<file path="config.mk">
export PLATFORM = sky130hd
export DESIGN_NAME = pipe_ctrl
export DESIGN_NICKNAME = d
export VERILOG_FILES = /design/src/rtl/pipe_ctrl_pkg.sv /design/src/rtl/pipe_ctrl_sat_counter.sv /design/src/rtl/pipe_ctrl.sv
export SDC_FILE = /design/constraint.sdc
export NUM_CORES = 1
export LEC_CHECK = 0
export CORE_MARGIN = 2
export CORE_UTILIZATION = 46
export CTS_BUF_LIST = sky130_fd_sc_hd__clkbuf_2
export DETAILED_ROUTE_END_ITERATION = 7
export PLACE_DENSITY = 0.95
export SLEW_MARGIN = 15
export SYNTH_ARGS = -nofsm -noshare
export SYNTH_HDL_FRONTEND = slang
export SYNTH_SLANG_ARGS = --single-unit
</file>
<file path="constraint.sdc">
create_clock -name clk -period 3.75 [get_ports clk]
set_input_delay 0.375 -clock clk [delete_from_list [all_inputs] [get_ports clk]]
set_output_delay 0.375 -clock clk [all_outputs]
set_load 0.02 [all_outputs]
</file>
<file path="src/rtl/pipe_ctrl_pkg.sv">
// pipe_ctrl_pkg: shared stall encodings, exception codes and FSM states for the pipeline sequencer.
package pipe_ctrl_pkg;

    localparam logic [31:0] ZERO_WORD = 32'h0000_0000;
    localparam logic [31:0] EXC_ERET  = 32'h0000_000e;

    // Each request stalls its own stage and every stage upstream of it.
    localparam logic [5:0] STALL_NONE = 6'b000000;
    localparam logic [5:0] STALL_IF   = 6'b000011;
    localparam logic [5:0] STALL_ID   = 6'b000111;
    localparam logic [5:0] STALL_EX   = 6'b001111;
    localparam logic [5:0] STALL_MEM  = 6'b011111;

    typedef enum logic {
        RUN  = 1'b0,
        MASK = 1'b1
    } state_e;

endpackage

</file>
<file path="src/rtl/pipe_ctrl_sat_counter.sv">
// sat_counter: W-bit event counter that sticks at all-ones instead of wrapping.
module sat_counter #(
    parameter int W = 32
) (
    input  logic         clk,
    input  logic         rst_n,
    input  logic         inc,
    output logic [W-1:0] q
);

    always_ff @(posedge clk or negedge rst_n) begin
        if (!rst_n)
            q <= '0;
        else if (inc && !(&q))
            q <= q + 1'b1;
    end

endmodule

</file>
<file path="src/rtl/pipe_ctrl.sv">
// pipe_ctrl: merges stage stall requests, turns MEM exceptions into flush + redirect,
// masks squashed-stage requests for one cycle after a flush, and keeps a stall watchdog and perf counters.
module pipe_ctrl
    import pipe_ctrl_pkg::*;
#(
    parameter logic [31:0] EXC_VECTOR = 32'h0000_0020,
    parameter int          WDOG_MAX   = 1023,
    parameter int          CNT_W      = 32
) (
    input  logic             clk,
    input  logic             rst_n,
    input  logic             stallreq_if,
    input  logic             stallreq_id,
    input  logic             stallreq_ex,
    input  logic             stallreq_mem,
    input  logic [31:0]      excepttype_i,
    input  logic [31:0]      cp0_epc_i,
    output logic [5:0]       stall,
    output logic             flush,
    output logic [31:0]      new_pc,
    output logic             ex_annul,
    output logic             stall_timeout,
    output logic [CNT_W-1:0] stall_cycles,
    output logic [CNT_W-1:0] flush_count
);

    localparam int WW = $clog2(WDOG_MAX + 1);

    state_e        state_q, state_d;
    logic [WW-1:0] wdog_q, wdog_d;
    logic          timeout_d;
    logic          req_id, req_ex, stall_any;

    always_comb begin
        flush     = rst_n && (excepttype_i != ZERO_WORD);
        req_id    = stallreq_id && (state_q == RUN);
        req_ex    = stallreq_ex && (state_q == RUN);
        stall     = (!rst_n || flush) ? STALL_NONE :
                    stallreq_mem      ? STALL_MEM  :
                    req_ex            ? STALL_EX   :
                    req_id            ? STALL_ID   :
                    stallreq_if       ? STALL_IF   : STALL_NONE;
        new_pc    = !flush ? ZERO_WORD : (excepttype_i == EXC_ERET) ? cp0_epc_i : EXC_VECTOR;
        ex_annul  = flush;
        stall_any = |stall;
        state_d   = flush ? MASK : RUN;
        wdog_d    = !stall_any ? '0 : (wdog_q == WW'(WDOG_MAX)) ? wdog_q : wdog_q + 1'b1;
        timeout_d = stall_timeout | (wdog_d == WW'(WDOG_MAX));
    end

    always_ff @(posedge clk or negedge rst_n) begin
        if (!rst_n) begin
            state_q       <= RUN;
            wdog_q        <= '0;
            stall_timeout <= 1'b0;
        end else begin
            state_q       <= state_d;
            wdog_q        <= wdog_d;
            stall_timeout <= timeout_d;
        end
    end

    sat_counter #(.W(CNT_W)) u_stall_cnt (
        .clk  (clk),
        .rst_n(rst_n),
        .inc  (stall_any),
        .q    (stall_cycles)
    );

    sat_counter #(.W(CNT_W)) u_flush_cnt (
        .clk  (clk),
        .rst_n(rst_n),
        .inc  (flush),
        .q    (flush_count)
    );

endmodule
</file>
* Word-level counts from Yosys, hierarchy flattened
Index checks and enable logic that the tools add are counted.
** Storage, ports and cells
- Flip-flop bits (word level) :: 76
- Input port bits :: 70
- Output and inout bits :: 105
- Word-level logic and storage cells :: 36
** Operators by class
- Add/sub/neg operators :: 3
- Equal/unequal tests :: 3
- Multiplexer cells :: 10
- Bitwise operators :: 2
- Reductions and logical operators :: 13
** Operators with widths (count)
- 32-bit by 1-bit adder with 32-bit output (second input constant) :: 2
- 32-bit 2-to-1 mux :: 2
- 32-bit AND reduction :: 2
- 32-bit by 4-bit == test with 1-bit output (second input constant) :: 1
- 32-bit nonzero test :: 1
- 10-bit == test (second input constant) :: 2
- 10-bit 2-to-1 mux :: 2
- 10-bit by 1-bit adder with 10-bit output (second input constant) :: 1
- 5-bit 2-to-1 mux :: 2
- 6-bit OR reduction :: 1
- 1-bit logical AND :: 5
- 4-bit 2-to-1 mux :: 1
- 1-bit logical NOT :: 3
- 3-bit 2-to-1 mux :: 1
- 2-bit 2-to-1 mux :: 1
- 1-bit logical OR :: 1
- 1-bit 2-to-1 mux :: 1
- 1-bit inverter :: 1
- 1-bit bitwise OR :: 1

* Logic depth before layout (Yosys ltp)
Gate-level depths: netlist of the first run.
- Depth in word-level cells :: 10
- Gate-level depth with buffers :: 9
- Mapped depth without buffers :: 7

* Hierarchy
From an unflattened synthesis of the first run, not the netlist that was laid out.
** Second synthesis, totals
- Cells, all modules :: 442
- Area total of the unflattened synthesis :: 4299.1 sq um
** Modules (own cells, without submodules)
- sat_counter :: instances 2, cells each 146, area an instance 1580.3 sq um
- pipe_ctrl :: instances 1, cells each 150, area an instance 1138.6 sq um

* Worst setup path before layout of the first run
OpenSTA, ideal clock, no wires.
- Path type :: input to output
- Start :: input port excepttype_i[5]
- End :: output port stall[1]
- Data arrival time :: 1.905 ns
- Slack :: 1.470 ns
- Cell stages on the path :: 7
- Path buffers :: 2
- Path through :: nor4_1 and4_1 nand3_2 or2_2 buf_2 inv_1 buf_4
** On the way
- Cells in the longest elaborated chain, start to end :: 4
** RTL lines
- from (decl) :: RTL line pipe_ctrl.sv:16 : input logic [31:0] excepttype_i,
- 32-bit nonzero test :: RTL line pipe_ctrl.sv:35 : flush = rst_n && (excepttype_i != ZERO_WORD);
- 1-bit logical AND :: RTL line pipe_ctrl.sv:35
- 1-bit logical OR :: RTL line pipe_ctrl.sv:38 : stall = (!rst_n || flush) ? STALL_NONE :
- 5-bit 2-to-1 mux :: RTL line pipe_ctrl.sv:38
- to (decl) :: RTL line pipe_ctrl.sv:18 : output logic [5:0] stall,
Every way passes these cells.

* Worst setup path after layout of the first run
- Start :: input port excepttype_i[13]
- End :: output port new_pc[25]
** On the way
- Cells in the longest elaborated chain, start to end :: 3
** RTL lines
- 32-bit by 4-bit == test with 1-bit output / 32-bit nonzero test (equally long branches) :: RTL line pipe_ctrl.sv:43, pipe_ctrl.sv:35
- 32-bit 2-to-1 mux / 1-bit logical AND (equally long branches) :: RTL line pipe_ctrl.sv:43, pipe_ctrl.sv:35
- 32-bit 2-to-1 mux * :: RTL line pipe_ctrl.sv:43 : new_pc = !flush ? ZERO_WORD : (excepttype_i == EXC_ERET) ? cp0_epc_i : EXC_VECTOR;
- to (decl) :: RTL line pipe_ctrl.sv:20 : output logic [31:0] new_pc,
Mark *: on every way between the ends. The rest lies on a longest branch, timed or not.

==> results.ini, run 1 <==
[clock_network]
clk_pin_slew_worst_paths_ps = 220
cts_root_buffer = clkbuf_2
insertion_delay_ps = 520
clock_sinks = 76
cts_resized = 0
htree_levels = 3
cts_tree = built
hold_buffers = 0
cts_buffer_depth = 2
cts_buffers = 9
post_cts_buffers = 0

[place]
placed_cell_area_sq_um = 6080
routabilityCongestion = 0.857
dp_hpwl_um = 9280
portBuffers = 173

[setup_path]
worst_setup_path_end_kind = output port
worst_ep_required_time_ps = 3380
path_class = in -> out
r2r_cells = 8
cp_data_arrival_time_ps = 2840
path_max_fanout = 31
r2r_start = u_flush_cnt.q[0]$_DFFE_PN0P_
rrSetupSlack_ps = 1230
start_kind = input pin
regToRegEndpoint = u_flush_cnt.q[29]$_DFFE_PN0P_

[floorplan]
io_pins = 175
dieWidth_um = 100
start_util = 0.469
die_height_um = 100
core_sq_um = 9110
dieArea_sq_um = 10100
fp-row-count = 35

[worst_hold_path]
min_path_type = in -> async

[global_routing]
gr-usage-all-layers = 0.241
antenna_found_initial = 0
grt-ovfl-total = 0
grt_max_degree = 77
first_global_vias = 3881
grt_pass1_wl_um = 19300

[final_layout]
final_area_sq_um = 6200
num_antenna_cells = 0
drive_gt1_frac = 0.0945
nNetsFinal = 671
mostFrequentLayoutCell = clkdlybuf4s50_1
area_growth_pct = 45.2
final_cell_mix = 172 x clkdlybuf4s50_1, 76 x dfrtp_1, 45 x xnor2_1

[pwr]
leakage_nw = 2.50
pwr_density_cell_nw_per_um2 = 279
vdd_drop_max_mv = 0.353

[sta]
fin_crit_ps = 3210
slew_viol_final = 0
setup_tns_ps = 0
fmax_mhz = 311
finClkSkew_ps = 36.4
rsz0062_at_grt = no
final_hold_viol_count = 0
period_share = 0.857
setup_viol = 0
worst_pin_slew_ps = 974
max_slew_margin = 0.350

[drt]
drc_errors = 0
num_vias = 3876
postRouteAntennaNets = 0
avgRoutedWirePerCell_um = 16.8
via_per_inst = 5.43
routed_wl_um = 12000
first_pass_iters = 4
drtIter0Drc = 107

[yosys]
synth_area_sq_um = 4270
syn_nets = 496
synthCells = 423
yosysWarnings = 0
syn_avg_cell_area_sq_um = 10.1
ys_types = 54
ys_seq_area_frac = 0.445
synth_seq_cells = 76

[flow_run]
cap_violations = 0

[status]
status = finished clean

## kinds of logic (layout without fill, tap and decap cells)
| logic type | after synthesis | count (layout) | share of synthesized area |
|---|---|---|---|
| AO/OA/AOI/OAI | 24 | 24 | 0.0422 |
| XOR/XNOR | 61 | 61 | 0.125 |
| adder cells (fa/ha/maj) | 3 | 3 | 0.00879 |
| buffers and inverters | 22 | 202 | 0.0275 |
| flip-flops | 76 | 76 | 0.445 |
| multiplexers | 3 | 3 | 0.00850 |
| other | 1 | 1 | 0.000878 |
| AND/OR/NAND/NOR | 233 | 233 | 0.341 |
## cell type report
| type | instances | area [sq um] |
|---|---|---|
| repair buffers | 176 | 1750 |
| multi-input cells | 325 | 2250 |
| inverters | 10 | 37.5 |
| clock buffers | 9 | 45.0 |
| well taps | 111 | 139 |
| clock inverters | 7 | 73.8 |
| fillers | 693 | 2910 |
| flip-flops and latches | 76 | 1900 |
## synthesized netlist by cell type, drive strengths merged
cell     n  area [sq um]
and3    17           113
nand4b   3          26.3
nor3b    2          15.0
nor4b    3          41.3
nor4    11           130
nor3    22           160
inv     10          37.5
and4     9          82.6
xnor2   45           394
xor2    16           140
ha       3          37.5
buf      8          65.1
conb     1          3.75
a21oi    6          30.0
nand3   41           235
dfrtp   76          1900
or3      4          35.0
a31oi    3          18.8
nand4   22           144
o21ba    1          10.0
and4b    1          10.0
and2    35           219
nor2b    1          6.26
nor2    29           111
a211oi   4          35.0
a31o     2          17.5
nand2   32           123
o2111a   1          11.3
o32ai    1          8.76
or2      1          6.26
mux2     2          26.3
o31ai    2          28.8
o21ai    4          20.0
mux2i    1          10.0
clkbuf   4          15.0
## worst max-delay path, stage by stage
cell,delay [ps]
clkdlybuf4s50_1,400
nor4_1,380
and4_1,310
nand3_2,170
nor2_1,140
buf_4,240
and2_1,170
clkdlybuf4s50_1,640
## metal layers
metal	vias to the layer above	wire, um	GRT usage
li1	1851	-	-
met2	103	6060	0.392
met4	0	167	0.0706
met5	-	0	0
met3	17	744	0.0571
met1	1905	5030	0.323
## how the worst max path moves through the flow
stage                  to  slack [ps]  depth (start not counted)             start
2_1_floorplan    stall[1]        1470                          7   excepttype_i[5]
4_1_cts        new_pc[25]         570                          8  excepttype_i[13]
3_3_place_gp   new_pc[25]         630                          8  excepttype_i[13]
5_1_grt        new_pc[25]         430                          8  excepttype_i[13]
3_5_place_dp   new_pc[25]         590                          8  excepttype_i[13]
6_report       new_pc[25]         540                          8  excepttype_i[13]
## registers in the layout, indices dropped and copies added, names as in the netlist
name	count
u_flush_cnt.q	32
u_stall_cnt.q	32
wdog_q	10
stall_timeout	1
state_q	1
## report_power, final
part | switching (mW) | internal, mW
Clock | 0.307 | 0.158
Sequential | 0.0551 | 0.861
Combinational | 0.162 | 0.183
## metrics by stage
| stage | utilization | power, mW | hold WS [ps] | instances | setup WS [ps] |
|---|---|---|---|---|---|
| after global routing | 0.680 | 1.81 | 174 | 714 | 434 |
| final | 0.680 | 1.73 | 104 | 714 | 535 |
| after floorplan | - | 1.07 | 79.4 | 423 | 1470 |
| after global placement | 0.667 | 1.26 | 453 | 698 | 630 |
| after detailed placement | 0.667 | 1.27 | 456 | 698 | 587 |
| after CTS | 0.680 | 1.74 | 116 | 714 | 568 |
No activity file was read; power rests on OpenSTA's default activity.
==> inputs of run 2 (changes only) <==
Settings changed: CORE_UTILIZATION 46 to 40, PLACE_DENSITY 0.95 to 0.89, TNS_END_PERCENT from default to 100.
Clock period 3.75 ns to 2.82 ns, I/O delays scaled along.
==> run 2 against run 1 <==
Clock-buffer cell count stayed put. Sequential share of layout area is 0.57 points lower. First-iteration DRC count is 84% higher. Critical endpoint is now new_pc[3]. Routed wire length is 5.2% higher. Die area is 14% higher. Worst hold slack better by 43 ps. Via count is 1.0% higher. Design area is 1.9% higher.
==> results.ini, run 2 (synthesis results as in run 1) <==
[status]
status = finished clean

[drt]
postRouteAntennaNets = 0  ; unchanged
drtIter0Drc = 197  ; +84%
drc_errors = 0  ; unchanged
first_pass_iters = 4  ; unchanged
num_vias = 3915  ; +1.0%
avgRoutedWirePerCell_um = 16.8  ; +0.26%
routed_wl_um = 12600  ; +5.2%
via_per_inst = 5.23  ; -3.7%

[setup_path]
worst_setup_path_end_kind = output port
path_class = in -> out
cp_data_arrival_time_ps = 2360  ; -480 ps
path_max_fanout = 31  ; unchanged
start_kind = input pin
rrSetupSlack_ps = 480  ; -750 ps
worst_ep_required_time_ps = 2540  ; -840 ps

[sta]
setup_tns_ps = 0  ; unchanged
max_slew_margin = 0.497  ; +0.147
setup_viol = 0  ; unchanged
slew_viol_final = 0  ; unchanged
fmax_mhz = 378
fin_ws_ps = 174  ; -362 ps
worst_pin_slew_ps = 754  ; -221 ps
final_hold_viol_count = 0  ; unchanged
period_share = 0.938
finClkSkew_ps = 32.4  ; -4.03 ps
rsz0062_at_grt = no
hold_ws_ps = 146  ; +42.8 ps
fin_crit_ps = 2650

[worst_hold_path]
min_path_type = in -> async

[clock_network]
post_cts_buffers = 0  ; unchanged
cts_root_buffer = clkbuf_2
cts_tree = built
clk_pin_slew_worst_paths_ps = 180  ; -40 ps
cts_buffers = 9  ; unchanged
insertion_delay_ps = 510  ; about the same
clock_sinks = 76  ; unchanged
cts_buffer_depth = 2  ; unchanged
htree_levels = 3  ; unchanged

[pwr]
leakage_nw = 2.77  ; +11%
vdd_drop_max_mv = 0.417  ; +18%
pwr_density_cell_nw_per_um2 = 370  ; +33%

[place]
numPlacedInstances = 733  ; +5.0%
routabilityCongestion = 0.856  ; -0.15%
dp_slack_ps = -169  ; -756 ps
dp_hpwl_um = 9920  ; +6.9%
portBuffers = 173  ; unchanged

[final_layout]
final_cells = 749  ; +4.9%
drive_gt1_frac = 0.114  ; +0.0197
reg_top3 = u_flush_cnt.q: 32 flops, u_stall_cnt.q: 32 flops, wdog_q: 10 flops
area_growth_pct = 47.9
layout.area.seq_sq_um = 1900  ; unchanged
fill_cells = 864  ; +25%
num_antenna_cells = 0  ; unchanged
nNetsFinal = 682  ; +1.6%
multi_input_area_sq_um = 2270  ; +1.1%
final_cell_mix = 136 x clkdlybuf4s50_1, 76 x dfrtp_1, 45 x xnor2_1
mostFrequentLayoutCell = clkdlybuf4s50_1

[global_routing]
first_global_vias = 3849  ; -0.82%
grt_max_degree = 42  ; -45%
gr-usage-all-layers = 0.216  ; -0.0248
grt_pass1_wl_um = 19700  ; +2.1%
grt-ovfl-total = 0  ; unchanged
antenna_found_initial = 0  ; unchanged

[floorplan]
dieArea_sq_um = 11500  ; +14%
fp-row-count = 37  ; +5.7%
core_sq_um = 10300  ; +13%
die_height_um = 107  ; +7.0%
io_pins = 175  ; unchanged
start_util = 0.414  ; -0.0552
dieWidth_um = 107  ; +7.0%

[flow_run]
cap_violations = 0  ; unchanged

## run 2: changes by cell type in the layout (fill, tap and decap cells not counted), moves of 2 or more
cell | previous run | this run
dlymetal6s2s_1 | 0 | 3
dlygate4sd2_1 | 0 | 33
clkdlybuf4s50_1 | 172 | 136
inv_6 | 2 | 0
nor4_1 | 4 | 1
clkinv_4 | 2 | 0
nor4_2 | 5 | 8
buf_4 | 4 | 13
## run 2: worst paths after layout
path | from | to | cells after the start
worst max-delay path | excepttype_i[13] | new_pc[3] | 8
worst min-delay path | rst_n | wdog_q[0]$_DFF_PN0_ | 2
worst max register to register | u_stall_cnt.q[25]$_DFFE_PN0P_ | u_stall_cnt.q[9]$_DFFE_PN0P_ | 6
worst min register to register | stall_timeout$_DFF_PN0_ | stall_timeout$_DFF_PN0_ | 1
max in group asynchronous | rst_n | u_stall_cnt.q[15]$_DFFE_PN0P_ | 3
min in group clk | stall_timeout$_DFF_PN0_ | stall_timeout$_DFF_PN0_ | 1
## run 2: cell type report
type,count,area share
clock buffers,9,0.00713
flip-flops and latches,76,0.301
clock inverters,6,0.0127
inverters,10,0.00594
multi-input cells,325,0.360
repair buffers,187,0.286
well taps,136,0.0269
## run 2: repair_timing
action	in CTS	in global routing
resized for setup	37	5
setup endpoints to repair	35	13
hold endpoints to repair	76	0
pin swaps	1	0
hold buffers	1	0
## run 2: worst max-delay path, stage by stage
cell	delay (ps)
clkdlybuf4s50_1	410
nor4_2	340
and4_2	320
nand3_2	120
nor2_1	160
buf_6	210
and2_1	150
dlygate4sd2_1	370
## run 2: through the flow
step                      cell area, sq um  power [mW]  utilization
final                                 6320        2.34        0.612
after global routing                  6320        2.44        0.612
after CTS                             6300        2.36        0.610
after detailed placement              6190        1.70        0.599
after global placement                6190        1.69        0.599
after floorplan                       4270        1.42            -
## run 2: layer usage
metal,part of all wire,global-route usage
met5,0,0
met1,0.44,0.299
met4,0.017,0.0529
met3,0.061,0.0545
met2,0.48,0.342
## run 2: power by group
group          internal, mW  switching [mW]
logic                 0.250           0.221
clock network         0.281           0.370
registers              1.14          0.0715
==> inputs of run 3 (changes only) <==
Settings changed: CELL_PAD_IN_SITES_DETAIL_PLACEMENT from default to 1, CELL_PAD_IN_SITES_GLOBAL_PLACEMENT from default to 1, CORE_UTILIZATION 40 to 30, PLACE_DENSITY 0.89 to 0.9.
==> run 3 against run 2 <==
Via count rose by 0.92%. Global-route usage fell by 2.7 points. Clock power fell by 4.3%. Clock skew fell by 1.7 ps. Die area rose by 32%. Design area rose by 0.55%. Clock-buffer cell count rose by 1. First-iteration DRC count fell by 9.1%. Combinational power barely moved. Routed wire length rose by 11%. Utilization fell by 15 points. Worst setup slack got worse by 63 ps. Largest power group unchanged.
==> results.ini, run 3 (synthesis results as in run 1) <==
[clock_network]
cts_root_buffer = clkbuf_2
cts_tree = built
clk_pin_slew_worst_paths_ps = 240  ; +60 ps
insertion_delay_ps = 580  ; +70 ps
htree_levels = 3  ; unchanged
cts_buffers = 9  ; unchanged
post_cts_buffers = 0  ; unchanged
clock_sinks = 76  ; unchanged
cts_buffer_depth = 2  ; unchanged

[place]
dp_hpwl_um = 11100  ; +11%
dp_slack_ps = -243  ; -74.6 ps
routabilityCongestion = 0.866  ; +1.3%
portBuffers = 173  ; unchanged

[status]
status = finished clean

[setup_path]
rrSetupSlack_ps = 240  ; -240 ps
path_depth = 9  ; +1
crit_chain = clkdlybuf4s50_1 > nor4_1 > buf_4 > and4_1 > nand3_2 > nor2_1 > buf_6 > and2_1 > clkdlybuf4s15_1
cp_data_arrival_time_ps = 2430  ; +70 ps
critPathLaunch = excepttype_i[9]
cp.buffers_inverters = 4  ; +1
worst_setup_path_end_kind = output port
start_kind = input pin
r2r_cells = 7  ; +1
r2r_start = u_flush_cnt.q[0]$_DFFE_PN0P_
worst_path_max_delay_cell = clkdlybuf4s50_1
path_class = in -> out
max_stage_delay_ps = 420  ; about the same
cp-endpoint = new_pc[23]
path_max_fanout = 31  ; unchanged
worst_ep_required_time_ps = 2540  ; about the same
regToRegEndpoint = u_flush_cnt.q[19]$_DFFE_PN0P_
crit_family = buffers and inverters

[final_layout]
fin_util = 0.458  ; -0.154
num_antenna_cells = 0  ; unchanged
mostFrequentLayoutCell = clkdlybuf4s50_1
multi_input_area_sq_um = 2250  ; -1.1%
reg_top3 = u_flush_cnt.q: 32 flops, u_stall_cnt.q: 32 flops, wdog_q: 10 flops
area_growth_pct = 48.8
drive_gt1_frac = 0.114  ; -0.000186
layout.area.seq_sq_um = 1900  ; unchanged
fill_cells = 1570  ; +82%
final_cell_mix = 136 x clkdlybuf4s50_1, 76 x dfrtp_1, 45 x xnor2_1
nNetsFinal = 682  ; unchanged

[drt]
drc_errors = 0  ; unchanged
first_pass_iters = 4  ; unchanged
postRouteAntennaNets = 0  ; unchanged
wl_met2_um = 7350  ; +21%
routed_wl_um = 14000  ; +11%
via_per_inst = 4.98  ; -4.8%
highest_layer = met4
drt-met1-wl_um = 5940  ; +6.8%
num_vias = 3951  ; +0.92%
avgRoutedWirePerCell_um = 17.6  ; +4.6%
dr_wl_met3_um = 477  ; -38%
drtIter0Drc = 179  ; -9.1%

[sta]
period_share = 0.961  ; +0.0225
rsz0062_at_grt = no
max_slew_margin = 0.352  ; -0.146
final_hold_viol_count = 0  ; unchanged
fmax_mhz = 369  ; -2.3%
worst_pin_slew_ps = 973  ; +219 ps
fin_crit_ps = 2710  ; +63.4 ps
setup_viol = 0  ; unchanged
slew_viol_final = 0  ; unchanged
finClkSkew_ps = 30.7  ; -1.68 ps
setup_tns_ps = 0  ; unchanged
fin_ws_ps = 110  ; -63.4 ps

[pwr]
leakage_nw = 2.62  ; -5.4%
vdd_drop_max_mv = 0.355  ; -15%
power.total_mw = 2.31  ; -1.1%
pwr_density_cell_nw_per_um2 = 364  ; -1.6%

[floorplan]
io_pins = 175  ; unchanged
start_util = 0.308  ; -0.106
die_height_um = 123  ; +15%
dieArea_sq_um = 15200  ; +32%
core_sq_um = 13900  ; +34%
dieWidth_um = 123  ; +15%
fp-row-count = 43  ; +16%

[flow_run]
cap_violations = 0  ; unchanged

[global_routing]
grt_max_degree = 77  ; +83%
first_global_vias = 4208  ; +9.3%
grt_pass1_wl_um = 22300  ; +13%
gr-usage-all-layers = 0.189  ; -0.0275
antenna_found_initial = 0  ; unchanged
grt-ovfl-total = 0  ; unchanged

[worst_hold_path]
min_path_type = in -> async

## run 3: cell count changes in the layout (fill, tap and decap cells not counted), moves of 3 or more
| cell | before | now |
|---|---|---|
| nor4_1 | 1 | 4 |
| clkbuf_2 | 9 | 12 |
| dlymetal6s2s_1 | 3 | 0 |
| nor4_2 | 8 | 5 |
| clkdlybuf4s15_1 | 0 | 27 |
| dlygate4sd2_1 | 33 | 7 |
## run 3: power by group
group / leakage (nW) / internal (mW) / total, mW / switching, mW
sequential: 1.03 / 1.15 / 1.22 / 0.0714
clock: 0.0719 / 0.208 / 0.623 / 0.415
combinational: 1.52 / 0.250 / 0.475 / 0.225
## run 3: timing repair
item                       4_1_cts  5_1_grt
gates resized for setup         37       31
hold buffers                     1        0
setup endpoints to repair       36       29
hold endpoints to repair        69        0
## run 3: area by class of cell
class,instances,share of cell area
inverters,10,0.00591
clock buffers,10,0.00788
flip-flops and latches,76,0.299
clock inverters,6,0.0102
repair buffers,187,0.287
multi-input cells,325,0.354
well taps,180,0.0355
## run 3: tightest hold or removal path, cell delays in order
cell and delay, ps:
dlygate4sd3_1 530, buf_4 140, buf_4 760
## run 3: worst min path at each step
| stage | startpoint | to | slack (ps) | depth (start not counted) |
|---|---|---|---|---|
| after floorplan | rst_n | stall_timeout$_DFF_PN0_ | -10 | 0 |
| after global placement | stall_timeout$_DFF_PN0_ | stall_timeout$_DFF_PN0_ | 470 | 1 |
| after detailed placement | stall_timeout$_DFF_PN0_ | stall_timeout$_DFF_PN0_ | 500 | 1 |
| after CTS | rst_n | u_stall_cnt.q[31]$_DFFE_PN0P_ | 490 | 3 |
| after global routing | u_stall_cnt.q[31]$_DFFE_PN0P_ | u_stall_cnt.q[31]$_DFFE_PN0P_ | 530 | 1 |
| final | rst_n | u_stall_cnt.q[29]$_DFFE_PN0P_ | 510 | 3 |
## run 3: per-stage QoR
step	area (sq um)	hold slack [ps]	cells
after floorplan	4270	-13.6	423
after global placement	6240	472	777
after detailed placement	6240	496	777
after CTS	6320	490	794
after global routing	6350	534	794
final	6350	512	794
## run 3: routing by layer
layer  track usage  vias to the layer above
met5             0                        -
met4        0.0611                        0
met3        0.0429                       18
met2         0.323                       86
met1         0.236                     1979
li1              -                     1868
